<file path="src/rtl/frv_rng_lfsr_pkg.sv">
// Shared constants and types for the request/response LFSR random source.
package frv_rng_lfsr_pkg;

    localparam logic [2:0]  RNG_IF_NO_INIT        = 3'b000;
    localparam logic [2:0]  RNG_IF_INIT_UNHEALTHY = 3'b100;
    localparam logic [2:0]  RNG_IF_INIT_HEALTHY   = 3'b101;

    localparam int          RNG_OP_SEED = 0;
    localparam int          RNG_OP_SAMP = 1;
    localparam int          RNG_OP_TEST = 2;

    localparam logic [31:0] RNG_LFSR_TAPS = 32'h80200003;

    typedef enum logic [1:0] {
        ST_IDLE,
        ST_BUSY,
        ST_RESP
    } rng_state_t;

    typedef enum logic [1:0] {
        OP_TEST,
        OP_SEED,
        OP_SAMP
    } rng_op_t;

    // Anything that is not exactly one-hot seed or samp behaves as a test.
    function automatic rng_op_t decode_op(input logic [2:0] op);
        rng_op_t r;
        r = OP_TEST;
        if (op == (3'b001 << RNG_OP_SEED))      r = OP_SEED;
        else if (op == (3'b001 << RNG_OP_SAMP)) r = OP_SAMP;
        return r;
    endfunction

endpackage

</file>
<file path="src/rtl/frv_rng_lfsr_step.sv">
// One Galois LFSR step: shift right, fold taps in when the outgoing bit is set.
module frv_rng_lfsr_step
    import frv_rng_lfsr_pkg::*;
#(
    parameter logic [31:0] TAPS = RNG_LFSR_TAPS
) (
    input  logic [31:0] cur,
    output logic [31:0] nxt
);

    assign nxt = (cur >> 1) ^ (cur[0] ? TAPS : 32'h0);

endmodule

</file>
<file path="src/rtl/frv_rng_lfsr.sv">
// Request/response RNG source: 32-bit Galois LFSR with seed counting, health
// status and a programmable response latency. One transaction in flight.
module frv_rng_lfsr
    import frv_rng_lfsr_pkg::*;
#(
    parameter int unsigned SEED_COUNT  = 2,
    parameter int unsigned RSP_LATENCY = 1,
    parameter logic [31:0] LFSR_INIT   = 32'h00000001
) (
    input  logic        g_clk,
    input  logic        g_reset,
    input  logic        rng_req_valid,
    input  logic [2:0]  rng_req_op,
    input  logic [31:0] rng_req_data,
    output logic        rng_req_ready,
    output logic        rng_rsp_valid,
    output logic [2:0]  rng_rsp_status,
    output logic [31:0] rng_rsp_data,
    input  logic        rng_rsp_ready
);

    localparam logic [3:0] SEED_MAX = 4'(SEED_COUNT);
    localparam logic [3:0] LAT_LOAD = 4'((RSP_LATENCY > 0) ? RSP_LATENCY - 1 : 0);
    localparam bit         NO_WAIT  = (RSP_LATENCY == 0);

    rng_state_t  state, state_nxt;
    rng_op_t     op_q, op_sel;
    logic [31:0] data_q, data_sel;
    logic [3:0]  lat_cnt;
    logic [31:0] lfsr, lfsr_stepped, lfsr_nxt, seed_mix;
    logic [3:0]  seed_cnt, seed_cnt_nxt;
    logic [2:0]  status, status_nxt;
    logic [31:0] rsp_data_nxt;
    logic        accept, apply, rsp_hs;

    frv_rng_lfsr_step u_step (
        .cur (lfsr),
        .nxt (lfsr_stepped)
    );

    assign accept = rng_req_ready && rng_req_valid;
    assign rsp_hs = rng_rsp_valid && rng_rsp_ready;

    // With zero latency the op is applied on the accept edge, straight from the request.
    assign op_sel   = (state == ST_IDLE) ? decode_op(rng_req_op) : op_q;
    assign data_sel = (state == ST_IDLE) ? rng_req_data : data_q;
    assign apply    = (state == ST_IDLE && accept && NO_WAIT) ||
                      (state == ST_BUSY && lat_cnt == 4'd0);
    assign seed_mix = lfsr ^ data_sel;

    always_comb begin
        lfsr_nxt     = lfsr;
        seed_cnt_nxt = seed_cnt;
        status_nxt   = status;
        rsp_data_nxt = 32'h0;
        case (op_sel)
            OP_SEED: begin
                if (seed_mix == 32'h0) begin
                    lfsr_nxt     = LFSR_INIT;
                    seed_cnt_nxt = 4'd0;
                    status_nxt   = RNG_IF_INIT_UNHEALTHY;
                end else begin
                    lfsr_nxt     = seed_mix;
                    seed_cnt_nxt = (seed_cnt >= SEED_MAX) ? SEED_MAX : 4'(seed_cnt + 4'd1);
                    status_nxt   = (seed_cnt_nxt == SEED_MAX) ? RNG_IF_INIT_HEALTHY
                                                              : RNG_IF_INIT_UNHEALTHY;
                end
            end
            OP_SAMP: begin
                if (status == RNG_IF_INIT_HEALTHY) begin
                    rsp_data_nxt = lfsr;
                    lfsr_nxt     = lfsr_stepped;
                end
            end
            default: ;
        endcase
    end

    always_comb begin
        state_nxt = state;
        case (state)
            ST_IDLE: if (accept) state_nxt = NO_WAIT ? ST_RESP : ST_BUSY;
            ST_BUSY: if (lat_cnt == 4'd0) state_nxt = ST_RESP;
            ST_RESP: if (rng_rsp_ready) state_nxt = ST_IDLE;
            default: state_nxt = ST_IDLE;
        endcase
    end

    always_ff @(posedge g_clk or posedge g_reset) begin
        if (g_reset) begin
            state <= ST_IDLE;
        end else begin
            state <= state_nxt;
        end
    end

    always_ff @(posedge g_clk or posedge g_reset) begin
        if (g_reset) begin
            op_q    <= OP_TEST;
            data_q  <= 32'h0;
            lat_cnt <= 4'd0;
        end else if (accept) begin
            op_q    <= decode_op(rng_req_op);
            data_q  <= rng_req_data;
            lat_cnt <= LAT_LOAD;
        end else if (state == ST_BUSY && lat_cnt != 4'd0) begin
            lat_cnt <= lat_cnt - 4'd1;
        end
    end

    always_ff @(posedge g_clk or posedge g_reset) begin
        if (g_reset) begin
            lfsr     <= LFSR_INIT;
            seed_cnt <= 4'd0;
            status   <= RNG_IF_NO_INIT;
        end else if (apply) begin
            lfsr     <= lfsr_nxt;
            seed_cnt <= seed_cnt_nxt;
            status   <= status_nxt;
        end
    end

    // Response fields are captured once and held until the consumer takes them.
    always_ff @(posedge g_clk or posedge g_reset) begin
        if (g_reset) begin
            rng_req_ready  <= 1'b1;
            rng_rsp_valid  <= 1'b0;
            rng_rsp_status <= RNG_IF_NO_INIT;
            rng_rsp_data   <= 32'h0;
        end else begin
            if (accept) begin
                rng_req_ready <= 1'b0;
            end
            if (apply) begin
                rng_rsp_valid  <= 1'b1;
                rng_rsp_status <= status_nxt;
                rng_rsp_data   <= rsp_data_nxt;
            end else if (state == ST_RESP && rsp_hs) begin
                rng_rsp_valid <= 1'b0;
                rng_rsp_data  <= 32'h0;
                rng_req_ready <= 1'b1;
            end
        end
    end

endmodule

</file>
<file path="config.mk">
export PLATFORM = sky130hd
export DESIGN_NAME = frv_rng_lfsr
export DESIGN_NICKNAME = d
export VERILOG_FILES = /design/src/rtl/frv_rng_lfsr_pkg.sv /design/src/rtl/frv_rng_lfsr_step.sv /design/src/rtl/frv_rng_lfsr.sv
export SDC_FILE = /design/constraint.sdc
export NUM_CORES = 1
export LEC_CHECK = 0
export CAP_MARGIN = 20
export CORE_UTILIZATION = 45
export CTS_CLUSTER_DIAMETER = 50
export DETAILED_ROUTE_END_ITERATION = 7
export GPL_TIMING_DRIVEN = 0
export PLACE_DENSITY = 0.67
export SLEW_MARGIN = 20
export SYNTH_ARGS = -nofsm -noshare
export SYNTH_HDL_FRONTEND = slang
export SYNTH_SLANG_ARGS = --single-unit
</file>
<file path="constraint.sdc">
create_clock -name g_clk -period 10.6 [get_ports g_clk]
set_input_delay 2.65 -clock g_clk [delete_from_list [all_inputs] [get_ports g_clk]]
set_output_delay 2.65 -clock g_clk [all_outputs]
set_load 0.02 [all_outputs]
</file>
==> results.json, run 1 <==
{
  "fin_crit_ns": 4.68,
  "ctsResizeCount": 0,
  "cap_violations": 0,
  "dieWidth_um": 116,
  "grt_overflow": 0,
  "synth-adder-area-share_pct": 0.860,
  "slowest_stage": "clkdlybuf4s50_1",
  "crit_fanout": 10,
  "wire_per_inst_um": 18.6,
  "status": "complete, but fails checks",
  "placed_cells": 814,
  "setup_tns_ns": 0,
  "violations": "design-rule violations",
  "port_buffers": 74,
  "vias_per_cell": 5.77,
  "utilization_pct": 56.2,
  "cp_data_arrival_time_ns": 4.98,
  "max-clock-path-buffers": 2,
  "diodes": 0,
  "synth_top_family_by_area": "compound AO/OA/AOI/OAI gates",
  "crit_buf_inv": 2,
  "coreArea_sq_um": 12600,
  "vias": 4792,
  "syn-num-nets": 610,
  "cts.clk_slew.worst_paths_ns": 0.07,
  "max-slew-margin-rel_pct": 47.7,
  "report.final.slew_viol_count": 0,
  "htree_levels": 3,
  "cts_tree": "done",
  "post_cts_buffers": 0,
  "crit_type": "input port to register",
  "finalHoldViolCount": 0,
  "drc": 2,
  "vdd_drop_max_mv": 0.0952,
  "synth-simple-area-share_pct": 19.1,
  "instances_no_fill": 830,
  "totalPowerFinal_mw": 1.46,
  "grt_usage_pct": 24.7,
  "synthCells": 567,
  "synth_top_area_share_pct": 47.3,
  "ctsHoldBuffers": 0,
  "power.density_nw_per_um2": 206,
  "clk-insertion-delay-late_ns": 0.37,
  "cts_buffers": 9,
  "layout_commonest_cell": "dfrtp_1",
  "grt_busiest_layer": "met2",
  "hp-class": "register to register",
  "layout_common_cells": "dfrtp_1, clkdlybuf4s50_1, nor2_1",
  "setup_violations": 0,
  "start_util_pct": 46.1,
  "std_cell_rows": 41,
  "cp.required_ns": 10.90,
  "use_met2_pct": 39.5,
  "synthToLayoutAreaGrowth_pct": 21.8,
  "ant_nets": 0,
  "dpl.hpwl_mm": 10.8,
  "antenna_found_initial": 0,
  "synthMuxAreaShare_pct": 6.92,
  "drtPass1Iterations": 7,
  "synth_area_leaders": "dfrtp_1, mux2_2, a22o_1, nor3b_1, o21a_1",
  "synth_area_leader_cell": "dfrtp_1",
  "synth_xor_area_share_pct": 0.752,
  "nets": 696,
  "die_h_um": 116,
  "synth.yosys.warnings": 0,
  "die_area_sq_um": 13400,
  "skew_ns": 0.0120,
  "worst_pin_slew_ns": 0.785,
  "first_global_vias": 4742,
  "first_iter_violations": 401,
  "cts.sinks": 112,
  "yosys_register_bits": 112,
  "fmax_mhz": 214,
  "met3_usage_pct": 4.92,
  "cp_slowest_stage_delay_ns": 0.49,
  "p_leak_nw": 3.10,
  "place.gp.congestion": 0.853,
  "path_cells": "clkdlybuf4s50_1 -> nor3b_1 -> mux2i_1 -> or2_2 -> nor2_1 -> buf_2 -> a22o_1",
  "syn-cell-area_sq_um": 5820,
  "routed_wl_mm": 15.5,
  "rsz0062_at_grt": "false",
  "drive_above_1_share_pct": 12.5,
  "start_kind": "input port",
  "endpoint_kind": "register",
  "cts-root-buf": "clkbuf_16",
  "synth_compound_area_share_pct": 19.8,
  "post_synth_num_cell_types": 40,
  "avgSynthCellArea_sq_um": 10.3,
  "num_io_pins": 76,
  "grt_first_pass_wirelength_mm": 24.7,
  "crit_family": "simple AND/OR/NAND/NOR gates",
  "yosysSeqAreaShare_pct": 48.2,
  "grt_max_degree": 73,
  "finalCritPeriodShare_pct": 44.1,
  "grt_use_met1_pct": 33.1
}
state kept, by name (all words and copies together) (netlist names):
register,count
rng_req_ready,1
lat_cnt,4
rng_rsp_status,2
rng_rsp_data,32
seed_cnt,4
state,2
lfsr,32
data_q,32
op_q,2
rng_rsp_valid,1
layer usage:
layer | vias to the layer above | part of all wire [%]
met4 | 0 | 2.1
met3 | 23 | 6.0
met2 | 133 | 46
li1 | 2260 | -
met5 | - | 0
met1 | 2376 | 45
metrics by stage:
step | instance area (sq um) | hold slack [ns] | worst slack [ns]
after floorplan | 5820 | 0.455 | 4.99
after global placement | 6780 | 0.476 | 3.22
after detailed placement | 6810 | 0.480 | 5.58
after CTS | 7090 | 0.502 | 5.96
after global routing | 7090 | 0.517 | 5.79
final | 7090 | 0.498 | 5.92
final timing paths:
check | startpoint | end | slack, ns | cells after the start
max reg2reg | state[1] | lfsr[23] | 7.93 | 9
max in group asynchronous | g_reset | rng_req_ready | 7.19 | 3
max | rng_req_op[1] | rng_rsp_data[12] | 5.92 | 7
min | seed_cnt[3] | seed_cnt[3] | 0.50 | 1
min reg2reg | seed_cnt[3] | seed_cnt[3] | 0.50 | 1
min in group asynchronous | g_reset | lfsr[27] | 2.67 | 2
synthesized netlist by cell type:
| master | instances |
|---|---|
| a21boi_0 | 3 |
| a21o_1 | 1 |
| a21oi_1 | 9 |
| a21oi_2 | 1 |
| a22o_1 | 36 |
| a22oi_1 | 15 |
| a22oi_2 | 1 |
| a31oi_1 | 30 |
| and2_1 | 2 |
| buf_1 | 1 |
| buf_2 | 13 |
| buf_4 | 5 |
| buf_6 | 5 |
| clkbuf_1 | 18 |
| conb_1 | 1 |
| dfrtp_1 | 110 |
| dfstp_2 | 2 |
| ha_1 | 4 |
| inv_1 | 6 |
| mux2_2 | 34 |
| mux2i_1 | 2 |
| nand2_1 | 12 |
| nand2b_1 | 30 |
| nand3_1 | 32 |
| nand4_1 | 4 |
| nor2_1 | 37 |
| nor2_2 | 1 |
| nor2b_1 | 4 |
| nor3b_1 | 35 |
| nor4_1 | 2 |
| o21a_1 | 32 |
| o21ai_0 | 34 |
| o22ai_1 | 1 |
| o31ai_1 | 3 |
| or2_2 | 2 |
| or3_1 | 32 |
| or3_4 | 1 |
| or4_4 | 1 |
| xnor2_1 | 2 |
| xor2_1 | 3 |
cell families (layout without fill, tap and decap cells):
family / after synthesis / in the layout
adders and majority gates: 4 / 4
DFF: 112 / 112
buffers and inverters: 48 / 139
xor gates and xnor gates: 5 / 5
other: 1 / 1
and+or+nand+nor: 195 / 195
muxes: 36 / 36
AOI/OAI and AO/OA: 166 / 166
final cells by class:
class	instances	area, sq um
sequential	112	2810
timing repair buffer	75	768
buffer	42	230
fill	1134	5530
clock buffer	13	260
tap	172	215
multi-input combinational	407	2760
clock inverter	3	17.5
inverter	6	27.5
power by group:
group          total [mW]  internal, mW  switching (mW)
combinational       0.512         0.240           0.272
sequential          0.616         0.532          0.0846
clock               0.332         0.172           0.160
(Power assumes the default switching activity.)
==> run 2, diff against run 1 <==
==> constraint.sdc (replaced) <==
create_clock -name g_clk -period 4.35 [get_ports g_clk]
set_input_delay 1.0875 -clock g_clk [delete_from_list [all_inputs] [get_ports g_clk]]
set_output_delay 1.0875 -clock g_clk [all_outputs]
set_load 0.02 [all_outputs]
==> results of run 2 <==
The final DEF is identical to that of run 1. Status: complete, but fails checks: design-rule violations.
Main changes from that run: setup slack after placement 5.58 ns -> 0.896 ns; setup slack after layout 5.92 ns -> 1.24 ns; register-to-register setup slack 7.93 ns -> 1.68 ns; total power 1.46 mW -> 3.56 mW; worst IR drop on VDD 0.0952 mV -> 0.232 mV
==> run 3, diff against run 2 <==
==> constraint.sdc (replaced) <==
create_clock -name g_clk -period 3.2 [get_ports g_clk]
set_input_delay 0.8 -clock g_clk [delete_from_list [all_inputs] [get_ports g_clk]]
set_output_delay 0.8 -clock g_clk [all_outputs]
set_load 0.02 [all_outputs]
==> results.json, run 3 (same netlist as run 1, synthesis figures left out) <==
{
  "std_cell_rows": 41,
  "setup_violations": 0,
  "p_clk_share_pct": 26.4,
  "swShare_pct": 33.8,
  "place_ws_ns": 0.0506,
  "min_from": "seed_cnt[3]",
  "cp_data_arrival_time_ns": 3.03,
  "min_path_cells": 1,
  "p_leak_nw": 3.17,
  "reg2reg_setup_slack_ns": 0.55,
  "antenna_found_initial": 0,
  "grt_first_pass_wirelength_mm": 24.3,
  "crit_fanout": 5,
  "wl_met2_mm": 7.23,
  "hp-class": "register to register",
  "cap_violations": 0,
  "utilization_pct": 57.3,
  "instances_no_fill": 833,
  "start_kind": "input port",
  "clk-insertion-delay-late_ns": 0.36,
  "grt_overflow": 0,
  "vias_per_cell": 5.80,
  "first_iter_violations": 345,
  "endpoint_kind": "register",
  "die_area_sq_um": 13400,
  "comb_power_share_pct": 33.5,
  "holdPathEnd": "seed_cnt[3]",
  "synthToLayoutAreaGrowth_pct": 24.2,
  "nets": 699,
  "multi_input_area_sq_um": 2760,
  "fin_crit_ns": 2.78,
  "fmax_mhz": 359,
  "wl_met1_mm": 7.29,
  "cts.clk_slew.worst_paths_ns": 0.07,
  "ant_nets": 0,
  "grt_max_degree": 33,
  "drive_above_1_share_pct": 13.2,
  "cts_tree": "done",
  "rsz0062_at_grt": "false",
  "report.final.slew_viol_count": 0,
  "placed_cells": 817,
  "vdd_drop_max_mv": 0.336,
  "layout_commonest_cell": "dfrtp_1",
  "reg_top3": "data_q: 32 flops, lfsr: 32 flops, rng_rsp_data: 32 flops",
  "power_frac_seq_pct": 40.1,
  "fill_cells": 1148,
  "worst_pin_slew_ns": 0.795,
  "status": "finished, final reports clean",
  "wire_per_inst_um": 18.6,
  "finalCritPeriodShare_pct": 87.0,
  "internal-power_mw": 3.37,
  "max-clock-path-buffers": 2,
  "cp.required_ns": 3.45,
  "cts-root-buf": "clkbuf_16",
  "diodes": 0,
  "start_util_pct": 46.1,
  "power.density_nw_per_um2": 704,
  "die_h_um": 116,
  "drtPass1Iterations": 5,
  "ctsHoldBuffers": 0,
  "dieWidth_um": 116,
  "routed_wl_mm": 15.5,
  "drc": 0,
  "finalHoldViolCount": 0,
  "layout_setup_ws_ns": 0.416,
  "wl_met3_um": 623,
  "ctsResizeCount": 0,
  "rr_startpoint": "state[1]",
  "place.gp.congestion": 0.845,
  "worstReg2RegEnd": "lfsr[23]",
  "rr_worst_depth": 9,
  "htree_levels": 3,
  "dpl.hpwl_mm": 11.1,
  "skew_ns": 0.0112,
  "post_cts_buffers": 0,
  "num_io_pins": 76,
  "switching_power_mw": 1.72,
  "max-slew-margin-rel_pct": 47.0,
  "first_global_vias": 4733,
  "grt_usage_pct": 24.4,
  "crit_type": "input port to register",
  "cts.sinks": 112,
  "regArea_sq_um": 2810,
  "layout_common_cells": "dfrtp_1, clkdlybuf4s50_1, nor2_1",
  "cts_buffers": 9,
  "top_layer": "met4",
  "vias": 4834,
  "port_buffers": 74,
  "coreArea_sq_um": 12600
}
[run 3: power groups by stage]
stage	registers [mW]	logic (mW)	clock network (mW)
final	2.04	1.70	1.34
after global placement	2.04	1.63	0
after global routing	2.09	1.89	1.41
after detailed placement	2.06	1.69	0
after CTS	2.03	1.70	1.36
after floorplan	1.98	1.28	0
[run 3: layer usage]
metal | global-route usage [%] | vias to the layer above
li1 | - | 2273
met1 | 33.2 | 2410
met2 | 39.1 | 128
met3 | 3.61 | 23
met4 | 10.3 | 0
met5 | 0 | -
[run 3: how the worst max path moves through the flow]
stage                           from                 to  slack, ns  cells past startpoint
global route           rng_req_op[1]           lfsr[12]       0.24                      7
detailed placement  rng_req_data[16]        seed_cnt[1]       0.05                      7
finish              rng_req_data[16]        seed_cnt[1]       0.42                      7
floorplan           rng_req_data[29]  rng_rsp_status[0]       0.78                      6
CTS                 rng_req_data[16]        seed_cnt[1]       0.42                      7
global placement             g_reset        seed_cnt[0]      -0.10                      2
[run 3: critical path, cell delays in order]
cell and delay, ns:
clkdlybuf4s50_1 0.47, nor3b_1 0.35, o21ai_0 0.19, a22oi_1 0.26, nand4_1 0.17, or4_4 0.56, a22o_1 0.23
[run 3: cell type report]
| cell class | instances | share of cell area [%] |
|---|---|---|
| plain buffers | 42 | 3.18 |
| clock buffers | 11 | 3.50 |
| well taps | 172 | 2.98 |
| inverters | 6 | 0.363 |
| clock inverters | 5 | 1.42 |
| flip-flops and latches | 112 | 38.8 |
| multi-input cells | 407 | 38.2 |
| repair buffers | 78 | 11.6 |
[run 3: metrics by stage]
stage	hold WS [ns]	area, sq um	TNS [ns]	power [mW]
floorplan	0.455	5820	0	3.26
global placement	0.477	6780	-10.20	3.68
detailed placement	0.483	6880	0	3.75
CTS	0.503	7230	0	5.10
global route	0.521	7230	0	5.39
finish	0.495	7230	0	5.09
